### config.mk
export PLATFORM = sky130hd
export DESIGN_NAME = arith_result_stats
export DESIGN_NICKNAME = d
export VERILOG_FILES = /design/src/rtl/arith_result_stats.sv
export SDC_FILE = /design/constraint.sdc
export NUM_CORES = 1
export LEC_CHECK = 0
export ABC_AREA = 0
export CORE_ASPECT_RATIO = 1.25
export CORE_MARGIN = 5
export CORE_UTILIZATION = 61
export CTS_CLUSTER_DIAMETER = 200
export DETAILED_ROUTE_END_ITERATION = 16
export GPL_TIMING_DRIVEN = 0
export PLACE_DENSITY_LB_ADDON = 0.12
export SYNTH_ARGS = -nofsm -noshare
export SYNTH_HDL_FRONTEND = slang
export SYNTH_SLANG_ARGS = --single-unit
### constraint.sdc
create_clock -name clk -period 8.7 [get_ports clk]
set_input_delay 2.61 -clock clk [delete_from_list [all_inputs] [get_ports clk]]
set_output_delay 2.61 -clock clk [all_outputs]
set_load 0.02 [all_outputs]
### src/rtl/arith_result_stats.sv
// rtl/arith_result_stats.sv - windowed sum/min/max/count statistics over an arithmetic result stream
module arith_result_stats #(
    parameter int DATA_W = 32,
    parameter int WIN    = 8,
    parameter int SIGNED = 0,
    parameter int SUM_W  = 40
) (
    input  logic              clk,
    input  logic              rst_n,
    input  logic              in_valid,
    output logic              in_ready,
    input  logic [DATA_W-1:0] in_data,
    input  logic              flush,
    output logic              out_valid,
    input  logic              out_ready,
    output logic [SUM_W-1:0]  out_sum,
    output logic [DATA_W-1:0] out_min,
    output logic [DATA_W-1:0] out_max,
    output logic [15:0]       out_count
);

    localparam logic [0:0] ST_ACCUM = 1'b0;
    localparam logic [0:0] ST_HOLD  = 1'b1;

    logic [0:0]        state_q, state_d;
    logic [SUM_W-1:0]  sum_q, sum_d;
    logic [DATA_W-1:0] min_q, min_d;
    logic [DATA_W-1:0] max_q, max_d;
    logic [15:0]       cnt_q, cnt_d;

    logic              out_valid_q, out_valid_d;
    logic [SUM_W-1:0]  out_sum_q, out_sum_d;
    logic [DATA_W-1:0] out_min_q, out_min_d;
    logic [DATA_W-1:0] out_max_q, out_max_d;
    logic [15:0]       out_cnt_q, out_cnt_d;

    logic                    in_xfer;
    logic                    out_xfer;
    logic signed [SUM_W-1:0] sample_sext;
    logic [SUM_W-1:0]        sample_ext;

    function automatic logic is_less(input logic [DATA_W-1:0] a, input logic [DATA_W-1:0] b);
        if (SIGNED != 0) begin
            return $signed(a) < $signed(b);
        end
        return a < b;
    endfunction

    assign in_ready    = (state_q == ST_ACCUM);
    assign in_xfer     = in_valid && in_ready;
    assign out_xfer    = out_valid_q && out_ready;
    assign sample_sext = SUM_W'($signed(in_data));
    assign sample_ext  = (SIGNED != 0) ? $unsigned(sample_sext) : SUM_W'(in_data);

    always_comb begin
        state_d     = state_q;
        sum_d       = sum_q;
        min_d       = min_q;
        max_d       = max_q;
        cnt_d       = cnt_q;
        out_valid_d = out_valid_q;
        out_sum_d   = out_sum_q;
        out_min_d   = out_min_q;
        out_max_d   = out_max_q;
        out_cnt_d   = out_cnt_q;

        case (state_q)
            ST_ACCUM: begin
                if (in_xfer) begin
                    sum_d = sum_q + sample_ext;
                    cnt_d = cnt_q + 16'd1;
                    // First sample seeds both extremes; ties never replace the stored value.
                    if (cnt_q == 16'd0) begin
                        min_d = in_data;
                        max_d = in_data;
                    end else begin
                        if (is_less(in_data, min_q)) min_d = in_data;
                        if (is_less(max_q, in_data)) max_d = in_data;
                    end
                end
                if ((in_xfer && cnt_d == 16'(WIN)) || (flush && cnt_d != 16'd0)) begin
                    state_d     = ST_HOLD;
                    out_valid_d = 1'b1;
                    out_sum_d   = sum_d;
                    out_min_d   = min_d;
                    out_max_d   = max_d;
                    out_cnt_d   = cnt_d;
                end
            end
            default: begin
                if (out_xfer) begin
                    state_d     = ST_ACCUM;
                    out_valid_d = 1'b0;
                    sum_d       = '0;
                    min_d       = '0;
                    max_d       = '0;
                    cnt_d       = '0;
                end
            end
        endcase
    end

    always_ff @(posedge clk or negedge rst_n) begin
        if (!rst_n) begin
            state_q     <= ST_ACCUM;
            sum_q       <= '0;
            min_q       <= '0;
            max_q       <= '0;
            cnt_q       <= '0;
            out_valid_q <= 1'b0;
            out_sum_q   <= '0;
            out_min_q   <= '0;
            out_max_q   <= '0;
            out_cnt_q   <= '0;
        end else begin
            state_q     <= state_d;
            sum_q       <= sum_d;
            min_q       <= min_d;
            max_q       <= max_d;
            cnt_q       <= cnt_d;
            out_valid_q <= out_valid_d;
            out_sum_q   <= out_sum_d;
            out_min_q   <= out_min_d;
            out_max_q   <= out_max_d;
            out_cnt_q   <= out_cnt_d;
        end
    end

    assign out_valid = out_valid_q;
    assign out_sum   = out_sum_q;
    assign out_min   = out_min_q;
    assign out_max   = out_max_q;
    assign out_count = out_cnt_q;

endmodule
==> Yosys cells after proc, flatten, opt, wreduce, memory -nomap -nowiden <==
Index checks and enable logic that the tools add are counted.
{ "op_classes": {"add_sub_neg": 2, "n_mul": 0, "div_mod_pow": 0, "magnitude_cmp": 2, "eq_ne": 2, "n_shift": 0, "muxes": 22, "bitwise": 1, "reduce_logical": 10} }
{ "ops": {"columns": ["op", "n"], "rows": [
  ["2-to-1 mux 32 bit", 9],
  ["2-to-1 mux 40 bit", 3],
  ["< comparator 32 bit", 2],
  ["2-to-1 mux 16 bit", 4],
  ["adder 40 x 32 -> 40 bit", 1],
  ["adder 16 x 1 -> 16 bit, second input constant", 1],
  ["== test 16 x 4 -> 1 bit, second input constant", 1],
  ["zero test 16 bit", 1],
  ["nonzero test 16 bit", 1],
  ["2-to-1 mux 1 bit", 6],
  ["logical AND 1 bit", 4],
  ["AND reduction 2 bit", 2],
  ["inequality test 2 x 1 -> 1 bit, second input constant", 1],
  ["nonzero test 2 bit", 1],
  ["logical OR 1 bit", 1],
  ["inverter 1 bit", 1]
]} }
{ "totals": {"reg_bits": 242, "latchBits": 0, "ram_bits": 0, "rom_bits": 0, "inputBits": 37, "out_inout_bits": 122, "elab_cells": 49, "mem_count": 0} }

==> Longest topological paths before layout <==
Gate-level depths: netlist of the first run.
{ "depth": {"word_depth": 9, "depth_mapped": 13, "ltp_nobuf": 11} }

==> Least setup slack after synthesis of the first run <==
OpenSTA, ideal clock, no wires.
{ "synth_path": {"kind": "input port to flip-flop", "startpoint": "input port in_data[11]", "endpoint": "register out_sum_q[39] (netlist: out_sum[39])", "setup_ps": 128, "t_arrival_ps": 4940, "required_ps": 8572, "setup_slack_ps": 3632, "stages": 11, "path_buffers": 1, "cell_sequence": "ha_1 -> clkbuf_1 -> nand4_1 -> o221ai_1 -> nor3_1 -> a2111oi_0 -> nand4bb_1 -> a31oi_1 -> nor4_1 -> xor2_1 -> mux2_1"} }
{ "synth_between": {"elab_chain_cells": 2} }
{ "synth_rtl": {"columns": ["element", "line_no", "source"], "rows": [
  ["start, declared", "12", "input logic [DATA_W-1:0] in_data,"],
  ["adder 40 x 32 -> 40 bit", "70", "sum_d = sum_q + sample_ext;"],
  ["2-to-1 mux 40 bit", "69", "if (in_xfer) begin"],
  ["end signal, assigned", "122", "out_sum_q <= out_sum_d;"],
  ["end, declared", "32", "logic [SUM_W-1:0] out_sum_q, out_sum_d;"]
]} }
Every way passes these cells.
A chain may end at the register's enable or synchronous reset.

==> Worst setup path in the final report of the first run <==
Ends and elaborated chain as after synthesis.

==> results.yml, run 1 <==
sta:
  min_period_over_period_pct: 69.6
  fin_ws_ns: 2.65
  period_minus_slack_ns: 6.05
  setup-violations-final: 0
  final.setup_skew_ns: 0.0172
  rsz0062_at_grt: "no"
  slew_violations: 0
  hold_viol_final: 0
  worst_slew_pin_slew_ns: 0.926
  fmax_mhz: 165
  relSlewSlack_pct: 38.3
  holdWs_ns: 0.474
synthesis:
  synth.avg_cell_area_um2: 9.20
  synth_fp_nets: 1624
  synthTopCellsByArea: "dfrtp_1 (44%), ha_1 (8.8%), o21ai_0 (7.8%), nand2_1 (6.9%), mux2i_1 (6.3%)"
  synth_edf_count: 0
  synth_cells: 1490
  synthFlopType: "dfrtp_1"
  async_reset_ff_share_pct: 100
  yosysTopAreaCell: "dfrtp_1"
  yosysWarnings: 0
  ys_seq_area_share_pct: 44.2
  synth_top_cell_area_share_pct: 44.2
  synthesis.area_um2: 13700
  synth_cell_types: 64
  synth_seq_cells: 242
worst_setup_path:
  crit_path_start_kind: "input pin"
  worstPathArrival_ns: 6.47
  cp_max_fo: 9
  critPathKind: "in -> reg"
  rr_worst_depth: 11
  rr_startpoint: "sum_q[19]"
  r2r-end: "out_sum[39]"
  path_buf_inv: 2
  critPathMaxStageDelay_ns: 0.65
  end_kind: "register"
  worst-r2r-setup-slack_ns: 5.06
  crit_chain: "clkdlybuf4s50_1 > ha_1 > clkbuf_1 > nand4_1 > o221ai_1 > nor3_1 > a2111oi_0 > nand4bb_1 > a31oi_1 > nor4_1 > xor2_1 > mux2_1"
  crit_family: "compound AO/OA/AOI/OAI gates"
  critPathSlowestCell: "a2111oi_0"
  required_ns: 9.12
grt:
  grt_pass1_wl_um: 64300
  grt_max_degree: 98
  track_usage_pct: 31.8
  grt_overflow_total: 0
  grt_pass1_vias: 12200
  grt_antenna_before_repair: 0
place:
  pre_cts_slack_ns: 2.24
  place.port_buffers: 158
  place_area_um2: 15700
  dpl.hpwl_um: 29800
  gp_congestion: 0.935
hold_path:
  worstHoldEndpoint: "out_count[10]"
  holdCritPathClass: "reg -> reg"
  worstHoldStart: "out_count[10]"
  min_path_cells: 2
power:
  power_frac_comb_pct: 51.4
  pwr_density_cell_nw_per_um2: 354
  pwr-share-clk_pct: 18.2
  ir_drop_mv: 0.262
  power_leakage_nw: 7.66
  swShare_pct: 44.4
  p_sw_mw: 2.60
  p_int_mw: 3.25
  seq_power_share_pct: 30.4
clock_tree:
  root_buffer: "clkbuf_16"
  cts_tree: "yes"
  cts_sinks: 242
  post-cts-setup-buffers: 0
  clk_latency_ns: 0.55
  cts_resized: 0
  cts-htree-levels: 1
  cts.hold.buffers_added: 0
  clk_pin_slew_ns: 0.06
  ctsLongestPathBuffers: 3
  numCtsBuffers: 25
layout:
  diodes: 0
  layout_commonest_cell: "nand2_1"
  final.fill_count: 1673
  finalInstanceArea_um2: 16500
  fin_nets: 1811
  layout_common_cells: "nand2_1 (252), dfrtp_1 (242), o21ai_0 (215)"
  layout-drive-gt1-share_pct: 4.84
  area_growth_pct: 20.4
detailed_routing:
  routed_wl_um: 39900
  antenna_left: 0
  drc_errors: 0
  firstDrtPassIters: 5
  vias: 11900
  wl_per_cell_um: 20.2
  vias_per_cell: 6.04
  detail_route.iter0.violations: 715
die:
  die_area_um2: 25600
  io_pins: 159
  die_x_um: 144
  die_h_um: 178
  coreArea_um2: 22200
  initial_core_util_pct: 61.7
  rows: 61
flow_run:
  drv_cap: 0
outcome:
  status: "complete, no violations"
registers in the layout, summed over array words and instances (netlist names):
name and count:
state_q 1, min_q 32, out_sum 40, max_q 32
out_min 32, sum_q 40, cnt_q 16, out_valid 1
out_count 16, out_max 32
synthesized netlist by cell type (8+ instances only):
master	number
o21ai_1	11
o21ai_0	215
nor2_1	47
nand3_1	16
nand4_1	22
xor2_1	16
xnor2_1	41
clkbuf_1	49
ha_1	96
a22o_1	35
o211ai_1	8
nor3_1	13
nor4_1	10
a21oi_1	72
buf_2	25
inv_1	88
a211oi_1	10
a21o_1	38
mux2i_1	87
nand2_1	252
dfrtp_1	242
cell type report:
class	count	area (µm²)	share of cell area (%)
Clock buffer	34	699	4.24
Clock inverter	9	96.3	0.584
Multi-Input combinational cell	1076	6960	42.2
Buffer	84	367	2.22
Sequential cell	242	6060	36.7
Timing Repair Buffer	160	1640	9.95
Tap cell	283	354	2.15
Inverter	88	330	2.00
metrics by stage:
| step | util, % | TNS [ns] | instances | power (mW) |
|---|---|---|---|---|
| after floorplan | - | 0 | 1490 | 3.65 |
| after global placement | 70.5 | -1222.29 | 1931 | 4.67 |
| after detailed placement | 70.7 | 0 | 1933 | 4.75 |
| after CTS | 74.3 | 0 | 1976 | 5.84 |
| after global routing | 74.3 | 0 | 1976 | 6.25 |
| final | 74.3 | 0 | 1976 | 5.85 |
cell families (layout without fill, tap and decap cells):
group                    Yosys count  after routing  share of synthesized area, %
adder cells (fa/ha/maj)           97             97                          8.90
AO/OA/AOI/OAI                    434            434                          18.8
flip-flops                       242            242                          44.2
XOR/XNOR                          57             57                          3.64
buffers and inverters            172            375                          5.08
AND/OR/NAND/NOR                  395            395                          12.6
multiplexers                      93             93                          6.84
tightest hold or removal path, cell delays in order, from the launching register on:
cell and delay, ns:
dfrtp_1 0.34, nand2_1 0.04, o21ai_0 0.05
routing by layer:
layer | up-vias | GRT usage (%) | part of all wire (%)
met3 | 105 | 4.42 | 5.6
met1 | 5875 | 40.3 | 40
li1 | 5579 | - | -
met5 | - | 0 | 0
met4 | 0 | 12.6 | 4.2
met2 | 384 | 54.7 | 50
power groups by stage:
| stage | logic (mW) | registers (mW) | clock network, mW |
|---|---|---|---|
| 6_report | 3.00 | 1.78 | 1.06 |
| 5_1_grt | 3.31 | 1.82 | 1.12 |
| 4_1_cts | 2.99 | 1.77 | 1.07 |
| 3_5_place_dp | 2.97 | 1.78 | 0 |
| 3_3_place_gp | 2.90 | 1.77 | 0 |
| 2_1_floorplan | 1.72 | 1.93 | 0 |
how the worst max path moves through the flow:
stage                           start     endpoint  slack, ns  depth (start not counted)
after floorplan           in_data[11]  out_sum[39]       3.63                         11
after global placement          rst_n   out_sum[7]      -5.07                          1
after detailed placement  in_data[11]  out_sum[39]       2.24                         12
after CTS                 in_data[11]  out_sum[39]       2.70                         12
after global routing      in_data[11]  out_sum[39]       2.39                         12
final                     in_data[11]  out_sum[39]       2.65                         12
No activity file was read; power rests on OpenSTA's default activity.
==> run 2: changes to the inputs <==
Settings changed: CORE_UTILIZATION 61 to 57.
Clock period 8.7 ns to 6.2 ns, I/O delays scaled along.
==> run 2 against run 1 <==
Net effect: setup slack worse by 1.8 ns; count of clock-buffer cells in the layout up 3; global-route usage down 2.8 points; sequential share of layout area down 0.28 points; register-to-register slack worse by 2.6 ns; power up 41%; critical path depth unchanged; die area up 6.6%; highest routed layer unchanged.
==> results.yml, run 2 (same netlist as run 1, synthesis figures left out) <==
clock_tree:
  ctsLongestPathBuffers: 3
  cts_resized: 0
  root_buffer: "clkbuf_16"
  post-cts-setup-buffers: 0
  cts_tree: "yes"
  cts_sinks: 242
  clk_latency_ns: 0.54
  numCtsBuffers: 26
  clk_pin_slew_ns: 0.06
  cts.hold.buffers_added: 0
  cts-htree-levels: 1
sta:
  hold_viol_final: 0
  fmax_mhz: 186
  worst_slew_pin_slew_ns: 1.09
  relSlewSlack_pct: 25.5
  tns_ns: 0
  holdWs_ns: 0.476
  period_minus_slack_ns: 5.37
  min_period_over_period_pct: 86.6
  final.setup_skew_ns: 0.0187
  setup-violations-final: 0
  rsz0062_at_grt: "no"
  slew_violations: 0
layout:
  layout_commonest_cell: "nand2_1"
  seqCellArea_um2: 6060
  multi_input_area_um2: 6960
  fin_nets: 1812
  layout_common_cells: "nand2_1 (252), dfrtp_1 (242), o21ai_0 (215)"
  diodes: 0
  final.fill_count: 1921
  layout-drive-gt1-share_pct: 5.01
  area_growth_pct: 21.3
power:
  ir_drop_mv: 0.294
  power_leakage_nw: 7.71
  pwr_density_cell_nw_per_um2: 496
grt:
  grt_max_degree: 109
  grt_antenna_before_repair: 0
  grt_overflow_total: 0
  grt_pass1_wl_um: 63600
  grt_pass1_vias: 12200
  track_usage_pct: 28.9
worst_setup_path:
  worstPathArrival_ns: 5.78
  cp_max_fo: 9
  required_ns: 6.61
  critPathKind: "in -> reg"
  crit_path_start_kind: "input pin"
  worst-r2r-setup-slack_ns: 2.50
  end_kind: "register"
detailed_routing:
  vias: 11800
  vias_per_cell: 5.87
  drc_errors: 0
  antenna_left: 0
  firstDrtPassIters: 5
  detail_route.iter0.violations: 661
  routed_wl_um: 39300
  wl_per_cell_um: 19.5
place:
  gp_congestion: 0.941
  place.port_buffers: 158
  dpl.hpwl_um: 29700
die:
  die_area_um2: 27300
  die_h_um: 183
  initial_core_util_pct: 57.8
  die_x_um: 149
  coreArea_um2: 23700
  io_pins: 159
  rows: 63
flow_run:
  drv_cap: 0
hold_path:
  holdCritPathClass: "reg -> reg"
outcome:
  status: "complete, no violations"
## run 2: changes by cell type in the layout (fill, tap and decap cells not counted)
cell,delta
clkbuf_1,-1
inv_16,-1
clkbuf_16,+1
clkinv_8,+1
bufinv_16,+1
clkinvlp_4,-2
clkbuf_8,+3
## run 2: final cells by class
type	instances	area share (%)
Clock inverter	8	0.647
Buffer	84	2.20
Sequential cell	242	36.4
Clock buffer	37	4.58
Tap cell	325	2.44
Timing Repair Buffer	160	9.87
Inverter	88	1.99
Multi-Input combinational cell	1076	41.9
## run 2: where the power goes
group | internal (mW) | total (mW) | switching, mW
registers | 2.10 | 2.48 | 0.385
logic | 1.62 | 4.19 | 2.57
clock network | 0.936 | 1.58 | 0.644
total | 4.66 | 8.26 | 3.60
## run 2: path summary, 6_finish.rpt
kind                              start            to  depth (start not counted)
min in group asynchronous         rst_n     cnt_q[10]                          1
max                         in_data[11]   out_sum[39]                         12
min                        out_count[5]  out_count[5]                          2
max in group asynchronous         rst_n    out_sum[7]                          2
max reg2reg                   sum_q[11]   out_sum[39]                         11
min reg2reg                out_count[5]  out_count[5]                          2
## run 2: per-stage QoR
step / area, µm² / cells / utilization [%] / worst slack, ns / power (mW)
finish: 16600 / 2020 / 70.1 / 0.832 / 8.26
global route: 16600 / 2020 / 70.1 / 0.538 / 8.83
CTS: 16600 / 2020 / 70.1 / 0.841 / 8.28
detailed placement: 15800 / 1975 / 66.4 / 0.299 / 6.68
global placement: 15700 / 1973 / 66.2 / -7.00 / 6.57
floorplan: 13700 / 1490 / - / 1.88 / 5.11
## run 2: routing by layer
layer	track usage, %	up-vias	share of wire (%)
met4	10.6	0	3.8
met1	36.9	5788	41
met5	0	-	0
met3	3.38	105	5.3
met2	50.9	374	50
li1	-	5582	-
## run 2: worst max-delay path, cell delays in order
cell	delay, ns
clkdlybuf4s50_1	0.61
ha_1	0.38
clkbuf_1	0.30
nand4_1	0.22
o221ai_1	0.27
nor3_1	0.12
a2111oi_0	0.84
nand4bb_1	0.24
a31oi_1	0.20
nor4_1	0.29
xor2_1	0.14
mux2_1	0.30
